<file path="src/rtl/q_pkg.sv">
// q_pkg: shared types and constants for the packet bridge (command FSM states,
// default widths, word-ratio helpers, header field layout).
package q_pkg;

    typedef enum logic {
        IDLE = 1'b0,
        DATA = 1'b1
    } cmd_state_t;

    localparam int Q_PKT_MST_W = 128;
    localparam int Q_PKT_SLV_W = 64;

    // Header word carries the packet length in beats in its low byte.
    localparam int HDR_LEN_LSB = 0;
    localparam int HDR_LEN_W   = 8;

    function automatic int q_ratio(input int mst_w, input int slv_w);
        return mst_w / slv_w;
    endfunction

    // Index width for a counter over n slots; never narrower than one bit.
    function automatic int q_idx_w(input int n);
        return (n > 1) ? $clog2(n) : 1;
    endfunction

endpackage

</file>
<file path="src/rtl/q_rsp_fifo.sv">
// q_rsp_fifo: synchronous FIFO of DEPTH wide beats with full/empty flags and a
// combinational head read. Pushes while full are ignored.
module q_rsp_fifo #(
    parameter int W     = 128,
    parameter int DEPTH = 8
) (
    input  logic         clk,
    input  logic         arst_n,
    input  logic         push,
    input  logic         pop,
    input  logic [W-1:0] wdata,
    output logic [W-1:0] head,
    output logic         full,
    output logic         empty
);

    localparam int AW = $clog2(DEPTH);

    logic [W-1:0] mem [DEPTH];
    logic [AW:0]  wr_ptr;
    logic [AW:0]  rd_ptr;
    logic         push_ok;
    logic         pop_ok;

    assign push_ok = push && !full;
    assign pop_ok  = pop && !empty;

    // Extra pointer bit distinguishes full from empty when the indices match.
    assign empty = (wr_ptr == rd_ptr);
    assign full  = (wr_ptr[AW] != rd_ptr[AW]) && (wr_ptr[AW-1:0] == rd_ptr[AW-1:0]);
    assign head  = mem[rd_ptr[AW-1:0]];

    always_ff @(posedge clk or negedge arst_n) begin
        if (!arst_n) begin
            wr_ptr <= '0;
            rd_ptr <= '0;
        end else begin
            if (push_ok) wr_ptr <= wr_ptr + 1'b1;
            if (pop_ok)  rd_ptr <= rd_ptr + 1'b1;
        end
    end

    always_ff @(posedge clk) begin
        if (push_ok) mem[wr_ptr[AW-1:0]] <= wdata;
    end

endmodule

</file>
<file path="src/rtl/q_pkt_bridge.sv">
// q_pkt_bridge: packs narrow slave writes into framed wide master command packets and
// buffers master response beats for narrow slave reads. Option: Q_PKT_BRIDGE_STATS_EN.
module q_pkt_bridge
    import q_pkg::*;
#(
    parameter int MST_W     = Q_PKT_MST_W,
    parameter int SLV_W     = Q_PKT_SLV_W,
    parameter int DEPTH     = 8,
    parameter int MAX_BEATS = 4
) (
    input  logic             clk,
    input  logic             arst_n,
    input  logic             i_slv_cmd_vld,
    input  logic             i_slv_cmd_rnw,
    input  logic [SLV_W-1:0] i_slv_cmd_dat,
    output logic             o_slv_rsp_vld,
    output logic [SLV_W-1:0] o_slv_rsp_dat,
    output logic             o_mst_cmd_vld,
    output logic             o_mst_cmd_sop,
    output logic             o_mst_cmd_eop,
    output logic [MST_W-1:0] o_mst_cmd_dat,
    input  logic             i_mst_rsp_vld,
    input  logic             i_mst_rsp_sop,
    input  logic             i_mst_rsp_eop,
    input  logic [MST_W-1:0] i_mst_rsp_dat,
`ifdef Q_PKT_BRIDGE_STATS_EN
    output logic [15:0]      o_stat_drop_cnt,
`endif
    output logic             o_dbg_cmd_state
);

    // No path has backpressure: any strobe (slave cmd, master cmd, master rsp)
    // is consumed in the very cycle it is high, and response strobes follow one cycle later.

    localparam int                RATIO     = q_ratio(MST_W, SLV_W);
    localparam int                WIDX_W    = q_idx_w(RATIO);
    localparam logic [WIDX_W-1:0] WORD_LAST = WIDX_W'(RATIO - 1);
    localparam logic [7:0]        MAX_N     = 8'(MAX_BEATS);

    cmd_state_t           state, state_nxt;
    logic [7:0]           n_beats, n_nxt;
    logic [7:0]           beat_idx, beat_nxt;
    logic [WIDX_W-1:0]    word_idx, word_nxt;
    logic [WIDX_W-1:0]    rd_idx;
    logic [MST_W-1:0]     pack, beat_data;
    logic [HDR_LEN_W-1:0] hdr_len;
    logic                 cmd_wr, cmd_rd, beat_done;

    logic             fifo_push, fifo_pop, fifo_full, fifo_empty;
    logic [MST_W-1:0] fifo_head;
    logic             rsp_drop, drop_mode;
    logic             rsp_eop_unused;

    assign cmd_wr          = i_slv_cmd_vld && !i_slv_cmd_rnw;
    assign cmd_rd          = i_slv_cmd_vld &&  i_slv_cmd_rnw;
    assign hdr_len         = i_slv_cmd_dat[HDR_LEN_LSB +: HDR_LEN_W];
    assign o_dbg_cmd_state = (state == DATA);
    // Response framing is carried by sop alone; eop needs no action here.
    assign rsp_eop_unused  = i_mst_rsp_eop;

    always_comb begin
        state_nxt = state;
        n_nxt     = n_beats;
        beat_nxt  = beat_idx;
        word_nxt  = word_idx;
        beat_done = 1'b0;
        beat_data = pack;
        beat_data[word_idx*SLV_W +: SLV_W] = i_slv_cmd_dat;
        case (state)
            IDLE: begin
                if (cmd_wr && hdr_len != '0 && hdr_len <= MAX_N) begin
                    state_nxt = DATA;
                    n_nxt     = hdr_len;
                    beat_nxt  = '0;
                    word_nxt  = '0;
                end
            end
            DATA: begin
                if (cmd_wr) begin
                    if (word_idx == WORD_LAST) begin
                        beat_done = 1'b1;
                        word_nxt  = '0;
                        if (beat_idx == n_beats - 8'd1) begin
                            state_nxt = IDLE;
                            beat_nxt  = '0;
                        end else begin
                            beat_nxt = beat_idx + 8'd1;
                        end
                    end else begin
                        word_nxt = word_idx + 1'b1;
                    end
                end
            end
            default: state_nxt = IDLE;
        endcase
    end

    always_ff @(posedge clk or negedge arst_n) begin
        if (!arst_n) begin
            state    <= IDLE;
            n_beats  <= '0;
            beat_idx <= '0;
            word_idx <= '0;
            pack     <= '0;
        end else begin
            state    <= state_nxt;
            n_beats  <= n_nxt;
            beat_idx <= beat_nxt;
            word_idx <= word_nxt;
            if (state == DATA && cmd_wr) pack <= beat_data;
        end
    end

    always_ff @(posedge clk or negedge arst_n) begin
        if (!arst_n) begin
            o_mst_cmd_vld <= 1'b0;
            o_mst_cmd_sop <= 1'b0;
            o_mst_cmd_eop <= 1'b0;
            o_mst_cmd_dat <= '0;
        end else begin
            o_mst_cmd_vld <= beat_done;
            o_mst_cmd_sop <= beat_done && (beat_idx == 8'd0);
            o_mst_cmd_eop <= beat_done && (beat_idx == n_beats - 8'd1);
            o_mst_cmd_dat <= beat_done ? beat_data : '0;
        end
    end

    // Full is the registered flag, so a beat arriving while full drops even if
    // a pop happens in the same cycle.
    assign fifo_push = i_mst_rsp_vld && (!drop_mode || i_mst_rsp_sop) && !fifo_full;
    assign rsp_drop  = i_mst_rsp_vld && !fifo_push;
    assign fifo_pop  = cmd_rd && !fifo_empty && (rd_idx == WORD_LAST);

    q_rsp_fifo #(
        .W     (MST_W),
        .DEPTH (DEPTH)
    ) u_rsp_fifo (
        .clk   (clk),
        .arst_n(arst_n),
        .push  (fifo_push),
        .pop   (fifo_pop),
        .wdata (i_mst_rsp_dat),
        .head  (fifo_head),
        .full  (fifo_full),
        .empty (fifo_empty)
    );

    always_ff @(posedge clk or negedge arst_n) begin
        if (!arst_n) begin
            drop_mode     <= 1'b0;
            rd_idx        <= '0;
            o_slv_rsp_vld <= 1'b0;
            o_slv_rsp_dat <= '0;
        end else begin
            if (i_mst_rsp_vld) drop_mode <= rsp_drop;
            o_slv_rsp_vld <= cmd_rd;
            o_slv_rsp_dat <= (cmd_rd && !fifo_empty) ? fifo_head[rd_idx*SLV_W +: SLV_W] : '0;
            if (cmd_rd && !fifo_empty) begin
                rd_idx <= (rd_idx == WORD_LAST) ? '0 : rd_idx + 1'b1;
            end
        end
    end

`ifdef Q_PKT_BRIDGE_STATS_EN
    always_ff @(posedge clk or negedge arst_n) begin
        if (!arst_n) begin
            o_stat_drop_cnt <= '0;
        end else if (rsp_drop && o_stat_drop_cnt != 16'hFFFF) begin
            o_stat_drop_cnt <= o_stat_drop_cnt + 16'd1;
        end
    end
`endif

endmodule

</file>
<file path="config.mk">
export PLATFORM = sky130hd
export DESIGN_NAME = q_pkt_bridge
export DESIGN_NICKNAME = d
export VERILOG_FILES = /design/src/rtl/q_pkg.sv /design/src/rtl/q_rsp_fifo.sv /design/src/rtl/q_pkt_bridge.sv
export SDC_FILE = /design/constraint.sdc
export NUM_CORES = 1
export LEC_CHECK = 0
export BUFFER_PORTS_ARGS = -buffer_cell sky130_fd_sc_hd__buf_2
export CORE_UTILIZATION = 40
export CTS_BUF_LIST = sky130_fd_sc_hd__clkbuf_4
export DETAILED_ROUTE_END_ITERATION = 6
export SETUP_SLACK_MARGIN = 0.4
export SKIP_CTS_REPAIR_TIMING = 1
export SLEW_MARGIN = 0
export SYNTH_ARGS = -nofsm -noshare
export SYNTH_HDL_FRONTEND = slang
export SYNTH_SLANG_ARGS = --single-unit
</file>
<file path="constraint.sdc">
create_clock -name clk -period 12.7 [get_ports clk]
set_input_delay 1.27 -clock clk [delete_from_list [all_inputs] [get_ports clk]]
set_output_delay 1.27 -clock clk [all_outputs]
set_load 0.02 [all_outputs]
</file>
======== After elaboration in Yosys (flattened, before gate mapping) ========
Memory sizes are Yosys's and may differ from the RTL's.
Index checks and enable logic that the tools add are counted.
operators by class
  $add $sub $neg .......................... 7
  magnitude comparators ................... 1
  equal/unequal tests ..................... 7
  shift-type cells ........................ 3
  muxes and demuxes ....................... 23
  bitwise gates (word level) .............. 1
  reductions and logical operators ........ 26
operator list
  kind                       count
  $bwmux 128                 1
  $mux 128                   1
  $shift 64x34->128 const A  1
  $shiftx 128x8->64          1
  $shiftx 64x34->128         1
  $mux 64                    1
  $neg 7->34                 1
  $mux 8                     4
  $pmux 8 s2                 1
  $logic_and 1x1->1          15
  $mux 1                     13
  $add 4x1->4 const B        2
  $add 8x1->8 const B        1
  $eq 8x8->1                 1
  $le 8x3->1 const B         1
  $logic_not 8->1            1
  $reduce_bool 8->1          1
  $sub 8x1->8 const B        1
  $logic_not 1->1            5
  $eq 4x4->1                 1
  $ne 2x1->1 const B         2
  $pmux 1 s2                 2
  $reduce_and 2->1           2
  $eq 3x3->1                 1
  other kinds (6)            7
word-level totals
  register bits ........................... 352
  RAM bits ................................ 1024
  bits of input ports ..................... 199
  output and inout port bits .............. 197
  word-level logic and storage cells ...... 84
  memories kept ........................... 1
memory list
  memory          words  bits a word  rd ports  clocked after memory_dff  wr ports  RTL line          text
  u_rsp_fifo.mem  8      128          1         0                         1         q_rsp_fifo.sv:19  logic [W-1:0] mem [DEPTH];

======== Longest topological paths before layout ========
  depth in word-level cells ............... 7
  depth in mapped cells ................... 7
  gate-level depth less buffers ........... 7

======== Modules after synthesis ========
A second synthesis with hierarchy kept.
unflattened totals
  cell total of the unflattened synthesis .. 2293
  area, all modules ....................... 49404.9 um^2
modules (own cells, without submodules)
  module        instances  cells each  area each (um^2)  sequential area each (um^2)
  q_rsp_fifo    1          1539        39014.9           30949.7
  q_pkt_bridge  1          754         10390.0           7006.7

======== Least setup slack after synthesis ========
No wires, ideal clock.
  path kind ............................... input to register
  from .................................... in i_mst_rsp_sop
  to ...................................... mem u_rsp_fifo.mem[2][0] (enable)
  setup time .............................. 0.798 ns
  data arrival time ....................... 10.936 ns
  required time ........................... 11.902 ns
  slack ................................... 0.965 ns
  stages on the path ...................... 3
  path buffers ............................ 0
  cell sequence ........................... o221a_2 nand2b_1 nor3b_1
between the ends
  word-level cells in the longest chain between the ends .. 6
ends and longest elaborated chain
  element                         RTL line             text
  from (decl)                     q_pkt_bridge.sv:23   input logic i_mst_rsp_sop,
  $logic_or 1x1->1                q_pkt_bridge.sv:130  assign fifo_push = i_mst_rsp_vld && (!drop_mode || i_mst_rsp_sop) && !fifo_full;
  $logic_and 1x1->1 (2 in a row)  q_pkt_bridge.sv:130
  $logic_and 1x1->1               q_rsp_fifo.sv:25     assign push_ok = push && !full;
  $mux 1                          q_rsp_fifo.sv:44     if (push_ok) mem[wr_ptr[AW-1:0]] <= wdata;
  $mux 1 (not written as such)    q_rsp_fifo.sv:44
  to (decl)                       q_rsp_fifo.sv:19
No other way between the ends.

======== Worst setup path after layout ========
  from .................................... reg u_rsp_fifo.rd_ptr[1]
  to ...................................... mem u_rsp_fifo.mem[7][100] (enable)
between the ends
  word-level cells in the longest chain between the ends .. 7
ends and longest elaborated chain
  element                         RTL line                               text
  from (decl)                     q_rsp_fifo.sv:21                       logic [AW:0] rd_ptr;
  from (signal assigned)          q_rsp_fifo.sv:39                       if (pop_ok) rd_ptr <= rd_ptr + 1'b1;
  $eq 3x3->1 *                    q_rsp_fifo.sv:30                       assign full = (wr_ptr[AW] != rd_ptr[AW]) && (wr_ptr[AW-1:0] == rd_ptr[AW-1:0]);
  $logic_and 1x1->1 *             q_rsp_fifo.sv:30
  $logic_not 1->1 *               q_rsp_fifo.sv:25, q_pkt_bridge.sv:130
  $logic_and 1x1->1               q_pkt_bridge.sv:130
  $logic_and 1x1->1 *             q_rsp_fifo.sv:25
  $mux 1 *                        q_rsp_fifo.sv:44
  $mux 1 (not written as such) *  q_rsp_fifo.sv:44
Every way passes the cells marked *; elsewhere a longest branch is shown, timed or not.

==> out/qor.txt <==
Final setup violation count -> 0
Placed Area -> 52400 µm²
Synth warn -> 0
Min-Delay Path Class -> in2reg
Worst EP required -> 13.46 ns
Synth top area share -> 63.2%
Die area -> 123000 µm²
Final hold violations -> 0
Critical path type -> reg2reg
Outcome -> finished clean
First-pass GRT wire length -> 158000 µm
Drt drc -> 0
WL met3 -> 9230 µm
M1 wire length -> 41200 µm
Clk Latency, worst-skew pair -> 1.22 ns
Pleak -> 21.0 nW
Clock-pin slew on the worst setup and hold paths -> 0.07 ns
Register area share after synthesis -> 78.0%
Area growth, synth to finish -> 16.9%
EDFF count, synth -> 1024
Final Cell Area -> 56900 µm²
Routed Antenna Nets -> 0
GRT Util Overall -> 17.5%
Vias -> 23738
WL/cell -> 22.6 µm
Clk buf depth -> 4
Crit share post-route -> 36.7%
Final non-filler cell total -> 4708
Crit Path Max Fanout -> 63
Mapped cell area -> 48700 µm²
CTS tree -> done
Critical Path End Type -> flop
Unrepaired setup endpoints after global routing -> no
NumNets Final -> 3035
Placed Instances -> 4084
Rows -> 127
DRT Wirelength -> 106000 µm
Slew HR -> 26.0%
Total Neg Setup Slack -> 0 ns
Clk sinks -> 1312
Initial antenna violation count -> 42
Slew @ Worst Pin -> 1.11 ns
Layout cells sized above 1 -> 44.7%
Vias per Instance -> 5.04
TritonRoute pass-1 iters -> 6
CTS buffer count -> 356
FF+latch count, synth -> 1312
# IOs -> 396
Peak supply drop -> 122 µV
Post-Synthesis Cells -> 2151
Initial DRC Count -> 1459
Post-synth ARST share -> 22.0%
Final GP Congestion -> 0.781
PortBufs -> 394
Max_cap viols -> 0
Core Area -> 120000 µm²
Grt ovf -> 0
Clk_skew -> 0.0847 ns
Avg Cell Area, Syn -> 22.6 µm²
H-tree depth -> 5
Final worst path period need -> 4.66 ns
Worst EP arrival -> 5.42 ns
Detail Placement HPWL -> 57500 µm
Clock Tree Root -> clkbuf_4
Pin count of the biggest net entering global routing -> 163
Pins Over Slew Limit -> 0
Syn Nets -> 2355
Die X -> 351 µm
Synth Flop Type -> edfxtp_1
Top cells by area, synth -> edfxtp_1 (63%), dfrtp_1 (15%), mux4_2 (15%)
Die height -> 351 µm
Count of cell types in the netlist -> 50
Top routing layer in use -> met5
Initial core utilization -> 40.5%
Vias in the first global route -> 26009
P per Cell Area -> 210 nW/µm²
Largest area contributor in the netlist -> edfxtp_1
CP startpoint kind -> flop
WL met2 -> 53500 µm
Fmax -> 215 MHz
[power breakdown]
part,internal (mW),total [mW],leakage [nW],switching (mW)
registers,5.29,5.58,13.1,0.291
logic,1.42,2.77,5.22,1.35
clock network,1.98,3.63,2.64,1.65
[worst max-delay path: stages (launching register included)]
cell	delay (ns)
dfrtp_4	1.05
xnor2_1	0.14
nand3_1	0.20
o221a_2	0.32
and4_4	0.73
buf_4	0.78
buf_4	0.89
[registers in the layout (all words and copies together) (netlist names), 4 cells and up]
name,cells
beat_idx,8
u_rsp_fifo.mem,1024
o_mst_cmd_dat,128
u_rsp_fifo.wr_ptr,4
pack,64
u_rsp_fifo.rd_ptr,4
o_slv_rsp_dat,64
n_beats,8
[layout by cell type, fill, tap and decap left out, types with 2 or more instances in the layout]
cell type	n
edfxtp_1	1024
clkbuf_4	524
buf_2	393
mux4_2	320
dfrtp_1	285
and2_1	133
clkinv_1	70
nor2b_1	67
mux2_2	66
buf_4	33
nand2_1	17
diode_2	11
inv_1	10
nor2_1	10
xor2_1	10
xnor2_1	9
o21ai_0	9
clkinv_2	9
nand3_1	8
nor3_1	7
and3_1	5
ha_1	5
bufinv_16	5
inv_2	4
nor3b_2	4
a21oi_1	4
or3_1	3
nor4_1	3
a211oi_1	3
buf_12	3
dfrtp_4	3
nor2_4	2
nor3_2	2
a31oi_1	2
nand4_1	2
or2_2	2
o211ai_1	2
o31ai_1	2
[cells in the mapped netlist, drive strengths merged (11+ instances only)]
master and number:
clkbuf 55, dfrtp 288, nor2 12, buf 54, nor2b 67, mux2 66
edfxtp 1024, and2 133, o21ai 11, nand2 17, inv 12, mux4 320
[worst paths after layout]
kind,from,to,slack [ns],cells past startpoint
setup / recovery,u_rsp_fifo.rd_ptr[1],u_rsp_fifo.mem[7][100],8.04,6
setup reg to reg,u_rsp_fifo.rd_ptr[1],u_rsp_fifo.mem[7][100],8.04,6
hold reg to reg,pack[54],o_mst_cmd_dat[54],0.45,1
max in group asynchronous,arst_n,u_rsp_fifo.rd_ptr[2],10.43,3
min in group asynchronous,arst_n,o_mst_cmd_dat[122],0.68,2
hold / removal,i_slv_cmd_dat[13],o_mst_cmd_dat[77],0.29,2
[logic make-up after synthesis]
kind of cell	count (synthesis)	share of synthesized area, %
mux	386	16.3
flops	1312	78.0
simple gates	272	3.35
xor+xnor	19	0.342
buf+inv	121	1.37
compound gates	36	0.514
fa+ha+maj	5	0.129
[per-stage QoR]
stage               setup WS [ns]  utilization [%]  hold WS (ns)  power (mW)
finish                       8.04             47.3         0.289        12.0
global route                 7.77             47.3         0.138        12.6
CTS                          7.96             47.3       -0.0572        12.2
detailed placement           7.99             43.6         0.459        8.53
global placement             8.01             43.6         0.455        8.46
floorplan                   0.965                -         0.449        7.83
[layer usage]
layer / up-vias / GRT usage [%]
met3: 214 / 6.71
met5: - / 0
met4: 38 / 6.13
li1: 10311 / -
met2: 844 / 29.3
met1: 12331 / 20.6
[area by class of cell]
| class | instances | area, µm² |
|---|---|---|
| Antenna cell | 11 | 27.5 |
| Inverter | 12 | 50.0 |
| Fill cell | 10119 | 63400 |
| Multi-Input combinational cell | 718 | 10100 |
| Sequential cell | 1312 | 38000 |
| Tap cell | 1612 | 2020 |
| Clock inverter | 88 | 478 |
| Clock buffer | 524 | 3930 |
| Timing Repair Buffer | 431 | 2300 |
Note: power is estimated with default switching activity, not from simulation.
